<file path="src/rtl/dense_layer_seq_if.sv">
// Signal bundle for dense_layer_seq: weight/bias writes, start strobe with input vector,
// and the busy / output_ready / output_data result side.
interface dense_layer_seq_if #(
    parameter int WIDTH    = 16,
    parameter int IN_SIZE  = 16,
    parameter int OUT_SIZE = 5,
    parameter int AW       = $clog2(OUT_SIZE*(IN_SIZE+1))
);
    logic                    wr_en;
    logic [AW-1:0]           wr_addr;
    logic signed [WIDTH-1:0] wr_data;
    logic                    input_ready;
    logic signed [WIDTH-1:0] input_data  [IN_SIZE];
    logic                    busy;
    logic                    output_ready;
    logic signed [WIDTH-1:0] output_data [OUT_SIZE];

    modport master (
        output wr_en, wr_addr, wr_data, input_ready, input_data,
        input  busy, output_ready, output_data
    );

    modport slave (
        input  wr_en, wr_addr, wr_data, input_ready, input_data,
        output busy, output_ready, output_data
    );
endinterface

</file>
<file path="src/rtl/dense_layer_seq.sv">
// Time-multiplexed fully-connected layer: one signed MAC per cycle over a writable
// weight/bias RAM, optional ReLU, output saturation, one-cycle completion pulse.
module dense_layer_seq #(
    parameter int WIDTH    = 16,
    parameter int NFRAC    = 10,
    parameter int IN_SIZE  = 16,
    parameter int OUT_SIZE = 5,
    parameter int RELU     = 0
) (
    input logic              clk,
    input logic              reset_n,
    dense_layer_seq_if.slave bus
);
    localparam int DEPTH = OUT_SIZE*(IN_SIZE+1);
    localparam int AW    = $clog2(DEPTH);
    localparam int ACC_W = 2*WIDTH + $clog2(IN_SIZE+1) + 1;
    localparam int IW    = $clog2(IN_SIZE+1);
    localparam int OW    = $clog2(OUT_SIZE+1);

    localparam logic signed [ACC_W-1:0] SAT_MAX = {{(ACC_W-WIDTH+1){1'b0}}, {(WIDTH-1){1'b1}}};
    localparam logic signed [ACC_W-1:0] SAT_MIN = {{(ACC_W-WIDTH+1){1'b1}}, {(WIDTH-1){1'b0}}};

    typedef enum logic [1:0] {S_IDLE, S_MAC, S_BIAS, S_DONE} state_t;

    state_t                  r_state;
    state_t                  w_next;
    logic signed [WIDTH-1:0] r_ram [2**AW];
    logic signed [WIDTH-1:0] r_x   [IN_SIZE];
    logic signed [WIDTH-1:0] r_out [OUT_SIZE];
    logic [IW-1:0]           r_i;
    logic [OW-1:0]           r_o;
    logic signed [ACC_W-1:0] r_acc;

    logic [AW-1:0]           w_rd_addr;
    logic signed [WIDTH-1:0] w_rd;
    logic signed [WIDTH-1:0] w_x;
    logic signed [2*WIDTH-1:0] w_prod;
    logic signed [ACC_W-1:0] w_prod_ext;
    logic signed [ACC_W-1:0] w_bias_ext;
    logic signed [ACC_W-1:0] w_sum;
    logic signed [WIDTH-1:0] w_res;
    logic                    w_wr_ok;
    logic                    w_busy;
    logic                    w_out_ready;

    function automatic logic signed [ACC_W-1:0] relu_clamp(input logic signed [ACC_W-1:0] v);
        if (RELU != 0 && v[ACC_W-1]) return '0;
        return v;
    endfunction

    function automatic logic signed [WIDTH-1:0] saturate(input logic signed [ACC_W-1:0] v);
        if (v > SAT_MAX) return SAT_MAX[WIDTH-1:0];
        if (v < SAT_MIN) return SAT_MIN[WIDTH-1:0];
        return v[WIDTH-1:0];
    endfunction

    // Writes are accepted only while idle and inside the populated address range.
    assign w_wr_ok = reset_n && bus.wr_en && (r_state == S_IDLE) &&
                     ({1'b0, bus.wr_addr} < (AW+1)'(DEPTH));

    always_ff @(posedge clk) begin
        if (w_wr_ok) r_ram[bus.wr_addr] <= bus.wr_data;
    end

    always_comb begin
        w_rd_addr = AW'(int'(r_o)*(IN_SIZE+1) + ((r_state == S_BIAS) ? IN_SIZE : int'(r_i)));
        w_x = '0;
        for (int k = 0; k < IN_SIZE; k++) begin
            if (int'(r_i) == k) w_x = r_x[k];
        end
    end

    assign w_rd       = r_ram[w_rd_addr];
    assign w_prod     = w_x * w_rd;
    assign w_prod_ext = ACC_W'(w_prod);
    // Bias is aligned to the product's 2*NFRAC fractional bits before the final floor shift.
    assign w_bias_ext = ACC_W'(w_rd) <<< NFRAC;
    assign w_sum      = r_acc + w_bias_ext;
    assign w_res      = saturate(relu_clamp(w_sum >>> NFRAC));

    always_ff @(posedge clk) begin
        if (!reset_n) r_state <= S_IDLE;
        else          r_state <= w_next;
    end

    always_comb begin
        w_next = r_state;
        case (r_state)
            S_IDLE: if (bus.input_ready) w_next = S_MAC;
            S_MAC:  if (r_i == IW'(IN_SIZE-1)) w_next = S_BIAS;
            S_BIAS: w_next = (r_o == OW'(OUT_SIZE-1)) ? S_DONE : S_MAC;
            S_DONE: w_next = S_IDLE;
            default: w_next = S_IDLE;
        endcase
    end

    always_comb begin
        w_busy      = 1'b0;
        w_out_ready = 1'b0;
        if (r_state != S_IDLE) w_busy = 1'b1;
        if (r_state == S_DONE) w_out_ready = 1'b1;
    end

    always_ff @(posedge clk) begin
        if (r_state == S_IDLE && bus.input_ready && reset_n) r_x <= bus.input_data;
    end

    always_ff @(posedge clk) begin
        if (!reset_n) begin
            r_i   <= '0;
            r_o   <= '0;
            r_acc <= '0;
            for (int k = 0; k < OUT_SIZE; k++) r_out[k] <= '0;
        end else begin
            case (r_state)
                S_IDLE: begin
                    if (bus.input_ready) begin
                        r_i   <= '0;
                        r_o   <= '0;
                        r_acc <= '0;
                    end
                end
                S_MAC: begin
                    r_acc <= r_acc + w_prod_ext;
                    r_i   <= r_i + IW'(1);
                end
                S_BIAS: begin
                    for (int k = 0; k < OUT_SIZE; k++) begin
                        if (int'(r_o) == k) r_out[k] <= w_res;
                    end
                    r_acc <= '0;
                    r_i   <= '0;
                    if (r_o != OW'(OUT_SIZE-1)) r_o <= r_o + OW'(1);
                end
                default: ;
            endcase
        end
    end

    assign bus.busy         = w_busy;
    assign bus.output_ready = w_out_ready;
    assign bus.output_data  = r_out;
endmodule
</file>
<file path="src/flat_wrapper.sv">
// flat-port wrapper written by rule: the top's interface ports become plain ports
module dense_layer_seq_flat 
#(
    parameter int WIDTH    = 16,
    parameter int NFRAC    = 10,
    parameter int IN_SIZE  = 16,
    parameter int OUT_SIZE = 5,
    parameter int RELU     = 0
)
  (clk, reset_n, bus_wr_en, bus_wr_addr, bus_wr_data, bus_input_ready, bus_input_data, bus_busy, bus_output_ready, bus_output_data);
  dense_layer_seq_if #(.WIDTH(WIDTH), .IN_SIZE(IN_SIZE), .OUT_SIZE(OUT_SIZE)) bus_i ();
  input logic clk;
  input logic reset_n;
  input wire logic [$bits(bus_i.wr_en)-1:0] bus_wr_en;
  input wire logic [$bits(bus_i.wr_addr)-1:0] bus_wr_addr;
  input wire logic [$bits(bus_i.wr_data)-1:0] bus_wr_data;
  input wire logic [$bits(bus_i.input_ready)-1:0] bus_input_ready;
  input wire logic [$bits(bus_i.input_data)-1:0] bus_input_data;
  output wire logic [$bits(bus_i.busy)-1:0] bus_busy;
  output wire logic [$bits(bus_i.output_ready)-1:0] bus_output_ready;
  output wire logic [$bits(bus_i.output_data)-1:0] bus_output_data;
  assign bus_i.wr_en = bus_wr_en;
  assign bus_i.wr_addr = bus_wr_addr;
  assign bus_i.wr_data = bus_wr_data;
  assign bus_i.input_ready = bus_input_ready;
  assign bus_i.input_data = {>>{bus_input_data}};
  assign bus_busy = bus_i.busy;
  assign bus_output_ready = bus_i.output_ready;
  assign bus_output_data = {>>{bus_i.output_data}};
  dense_layer_seq #(.WIDTH(WIDTH), .NFRAC(NFRAC), .IN_SIZE(IN_SIZE), .OUT_SIZE(OUT_SIZE), .RELU(RELU)) u_core (.clk(clk), .reset_n(reset_n), .bus(bus_i));
endmodule
</file>
<file path="config.mk">
export PLATFORM = sky130hd
export DESIGN_NAME = dense_layer_seq_flat
export DESIGN_NICKNAME = d
export VERILOG_FILES = /design/src/rtl/dense_layer_seq_if.sv /design/src/rtl/dense_layer_seq.sv /design/src/flat_wrapper.sv
export SDC_FILE = /design/constraint.sdc
export NUM_CORES = 2
export LEC_CHECK = 0
export CORE_AREA = 5 5 412 414
export CTS_CLUSTER_DIAMETER = 100
export CTS_CLUSTER_SIZE = 28
export DETAILED_ROUTE_END_ITERATION = 8
export DIE_AREA = 0 0 417 419
export PLACE_DENSITY = 0.83
export REMOVE_ABC_BUFFERS = 1
export SLEW_MARGIN = 20
export SYNTH_ARGS = -nofsm -noshare
export SYNTH_HDL_FRONTEND = slang
export SYNTH_SLANG_ARGS = --single-unit
export TNS_END_PERCENT = 10
</file>
<file path="constraint.sdc">
create_clock -name clk -period 27.1 [get_ports clk]
set_input_delay 5.42 -clock clk [delete_from_list [all_inputs] [get_ports clk]]
set_output_delay 5.42 -clock clk [all_outputs]
set_load 0.1 [all_outputs]
</file>
# Yosys cells after proc, flatten, opt, wreduce, memory -nomap -nowiden
# Memories as Yosys holds them, arrays and structs flattened.
# Index checks and enable logic that the tools add are counted.
# word_totals
ramBits	2048
wordCells	122
register_bits	384
input_bits	283
output_inout_bits	82
mem_count	1
# mem_list
memory	depth	width	rd	rd_clocked_by_memory_dff	wr	line	rtl
u_core.r_ram	128	16	1	0	1	dense_layer_seq.sv:27	logic signed [WIDTH-1:0] r_ram [2**AW];
# classes
n_mux	39
addsub	5
n_mul	2
magnitude_cmp	3
n_reduce_logical	19
eq_ne	28
# op_table
cell	n
$mux W16	20
$pmux W38 S3	1
$eq A5 B5 Y1 const B	8
$add A38 B26 Y38	1
$add A38 B32 Y38	1
$mux W38	1
$mul A16 B16 Y32	1
$gt A28 B16 Y1 const B	1
$lt A28 B16 Y1 const B	1
$eq A5 B4 Y1 const B	5
$pmux W5 S3	1
$reduce_and A2 Y1	7
$eq A3 B3 Y1 const B	4
$eq A5 B3 Y1 const B	2
$mux W5	2
$pmux W2 S4	1
$add A7 B7 Y7	1
$lt A7 B7 Y1 const B	1
$mul A3 B5 Y7 const B	1
$mux W1	7
$mux W2	3
$mux W3	2
$pmux W3 S2	1
$add A5 B1 Y5 const B	1
15 further kinds	22

# Depth between registers and ports, before layout
# depth
word_depth	20
mapped_depth	44
mapped_depth_nobuf	38

# Worst setup path after synthesis
# Ideal clock, no wire load.
# synth_path
kind	in2reg
start	input port reset_n
end	register u_core.r_x[0] in the netlist's numbering, enable pin
t_arrival_ps	12123
setup_ps	651
path_buffers	3
cell_stages	4
t_required_ps	26449
path_slack_ps	14326
cell_sequence	clkbuf_1 -> clkbuf_1 -> clkbuf_1 -> and3_1
# synth_via
elab_chain_len	1
# synth_lines
item	line	rtl
from (decl)	flat_wrapper.sv:13	input logic reset_n;
$logic_and A1 B1 Y1	dense_layer_seq.sv:105	if (r_state == S_IDLE && bus.input_ready && reset_n) r_x <= bus.input_data;
to (signal assigned)	dense_layer_seq.sv:105	
to (decl)	dense_layer_seq.sv:28	logic signed [WIDTH-1:0] r_x [IN_SIZE];
# No other way between the ends.
# A chain may end at the register's enable or synchronous reset.

# Final worst setup path
# layout_path
start	register u_core.r_state[1]
end	register u_core.r_acc[37]
# layout_via
elab_chain_len	7
# layout_lines
item	line	rtl
from (decl)	dense_layer_seq.sv:25	state_t r_state;
from (signal assigned)	dense_layer_seq.sv:83	else r_state <= w_next;
$eq A2 B2 Y1	dense_layer_seq.sv:66, dense_layer_seq.sv:115	
$mux W5	dense_layer_seq.sv:66	w_rd_addr = AW'(int'(r_o)*(IN_SIZE+1) + ((r_state == S_BIAS) ? IN_SIZE : int'(r_i)));
$add A7 B7 Y7	dense_layer_seq.sv:66	
$mem_v2 Z128 W16	--	
$mul A16 B16 Y32	dense_layer_seq.sv:74	assign w_prod = w_x * w_rd;
$add A38 B32 Y38	dense_layer_seq.sv:124	r_acc <= r_acc + w_prod_ext;
$pmux W38 S3	dense_layer_seq.sv:115	case (r_state)
to (signal assigned)	dense_layer_seq.sv:124	
to (decl)	dense_layer_seq.sv:32	logic signed [ACC_W-1:0] r_acc;
# Several ways; a longest one is shown, not always the timed one.

==> results.tsv <==
metric	value	unit
outcome	finished, final reports clean	
ys.flop_type	edfxtp_1	
max_stage_delay	0.76	ns
fmax	74.14	MHz
cp_top_family	adder cells	
min_path_type	register to register	
comb_power_share	49.4	%
synth.avg_cell_area	18.18	um2
cts-buffers-inserted	100	
fill_cells	9728	
rsz0062_at_grt	no	
clock-root-buffer	clkbuf_16	
ys_seq_area_share	67.25	%
synth_top_cell_by_area	edfxtp_1	
skew	0.09809	ns
htreeDepth	3	
synth_compound_area_share	3.645	%
switching_share	37.18	%
hpwl	170.3	mm
wl_met3	27.88	mm
netlist_area	106700	um2
synth_mux_area_share	13.64	%
rows	150	
ctsLongestPathBuffers	3	
first_pass_iters	9	
grt_pass1_vias	60902	
cts_tree	done	
antenna_found_initial	41	
synth_edf_count	2304	
first_iter_violations	8279	
vias	59400	
wl_per_cell	29.90	um
arrival	14.17	ns
pre_cts_ws	13.53	ns
cts.clk_slew.worst_paths	0.11	ns
setup_violations	0	
synth_warnings	0	
synth.most_common_cell	edfxtp_1	
hold_ws	0.4879	ns
synth_top_family_by_area	multiplexers	
end_kind	register	
viasPerCell	6.459	
p_int	7.593	mW
grtUsageTotal	31.48	%
cp_common_cell	inv_1	
synth-simple-area-share	4.302	%
drive_gt1_share	15.06	%
hold_buffers	0	
grt_max_degree	129	
critPathBufInv	10	
drtAntennaViolNets	0	
slew_headroom	19.41	%
critPathLaunchType	register	
synth_commonest_cells	edfxtp_1 (2304), mux4_2 (636), inv_1 (404)	
synthDominantCellAreaShare	64.85	%
synth.area.top_cells	edfxtp_1 (65%), mux4_2 (13%), fa_1 (6.1%)	
ir_drop	0.2744	mV
netlist_instances	5870	
cap_viol_max_count	0	
fin_crit_sh	49.77	%
die_area	174700	um2
fin_util	71.71	%
synthXorXnorAreaFrac	0.5090	%
async_flop_share	0	%
die_x	417	um
stdcell_count	9196	
drcViolationCount	0	
wl_met2	137.8	mm
drv_slew	0	
hold_viol	0	
synth-seq-cells	2432	
place_inst	9012	
initial_core_util	64.31	%
post-cts-setup-buffers	0	
required	27.78	ns
cts_resized	0	
crit_slowest_cell	fa_1	
crit_fanout	86	
fp.coreArea	165900	um2
clk_latency	0.81	ns
syn2layout_area_growth	11.51	%
sequentialPowerShare	35.5	%
overflow	0	
grt_pass1_wl	399.8	mm
yosysUniqueCellTypes	83	
io-pin-count	365	
clock-sinks	2432	
setup_slack	13.61	ns
postRouteWirelength	274.9	mm
leakage	41.72	nW
numPortBuffers	364	
top_layer	met5	
tightest_slew	1.205	ns
p_switching	4.495	mW
clkPwrFrac	15.2	%
synth_fa_ha_area_share	7.916	%
final_nets	7674	
min_period	13.49	ns
powerDensity	101.6	nW/um2
dieHeight	419	um
met1_length	91.59	mm
critical_path_class	register to register	
routabilityCongestion	0.9274	
## per-stage QoR
step	setup TNS, ns	cell area [um2]	total power, mW
after global placement	0	115900	10.05
final	0	119000	12.09
after global routing	0	118900	13.05
after CTS	0	118800	12.03
after floorplan	-19.78	107900	9.153
after detailed placement	0	115900	10.22
## registers in the layout (all words and copies together) (netlist names)
signal and flops:
u_core.bus.output_data 80, u_core.r_acc 38, u_core.r_o 3, u_core.r_ram 2048, u_core.r_i 5, u_core.r_state 2
u_core.r_x 256
## worst reg2reg max path, delay by kind of cell (launching register included)
family / cells / cell delay (ns)
compound gates: 7 / 2.18
buf+inv: 10 / 3.87
fa+ha+maj: 8 / 4.33
xor+xnor: 1 / 0.14
flops: 1 / 0.49
simple gates: 7 / 1.32
mux: 2 / 1.07
## power groups by stage
stage / logic, mW / registers, mW / clock network, mW
2_1_floorplan: 4.80 / 4.35 / 0
3_3_place_gp: 5.69 / 4.36 / 0
3_5_place_dp: 5.85 / 4.37 / 0
4_1_cts: 5.90 / 4.29 / 1.84
5_1_grt: 6.74 / 4.30 / 2.01
6_report: 5.97 / 4.29 / 1.83
## layout make-up
class	instances	area, um2	area share [%]
clock inverter	13	274.0	0.2303
antenna	40	100.1	0.08413
sequential	2432	71750	60.31
multi-input combinational	3428	34920	29.35
tap	2204	2758	2.318
timing repair buffer	544	5014	4.214
clock buffer	130	2636	2.216
inverter	405	1520	1.278
## cell usage in the layout, fill, tap and decap left out, types with 18 or more instances in the layout
master           instances
a211oi_1                35
a21o_1                  34
a21oi_1                138
a22oi_1                 48
a31oi_1                 25
and2_1                 102
and3_1                  40
buf_4                  189
clkbuf_1                29
clkbuf_16              101
clkdlybuf4s50_1        345
conb_1                 688
dfxtp_1                128
diode_2                 40
edfxtp_1              2304
fa_1                   323
ha_1                   153
inv_1                  404
mux2i_1                 20
mux4_2                 636
nand2_1                329
nand3_1                 65
nor2_1                 216
nor2_2                  21
nor2b_1                 68
o21ai_0                109
o22ai_1                 18
o31ai_1                 19
o31ai_2                 21
or3_1                   23
xnor2_1                 34
xor2_1                  18
## path summary, 6_finish.rpt
check	startpoint	endpoint	slack [ns]	depth (start not counted)
max	u_core.r_state[1]	u_core.r_acc[37]	13.61	35
min	u_core.bus.output_data[16]	u_core.bus.output_data[16]	0.49	2
max reg2reg	u_core.r_state[1]	u_core.r_acc[37]	13.61	35
min reg2reg	u_core.bus.output_data[16]	u_core.bus.output_data[16]	0.49	2
## routing by layer
layer	vias up	global-route usage, %
met5	-	0
met4	18	16.19
met3	925	6.895
met2	4165	52.31
met1	30272	39.65
li1	24020	-
## cells by family (layout without fill, tap and decap cells)
logic type,count (synthesis),in the layout
AOI/OAI and AO/OA,580,580
DFF,2432,2432
adders and majority gates,480,480
other,1,728
xor gates and xnor gates,59,59
and+or+nand+nor,962,962
muxes,659,659
buffers and inverters,697,1092
(Power assumes the default switching activity.)
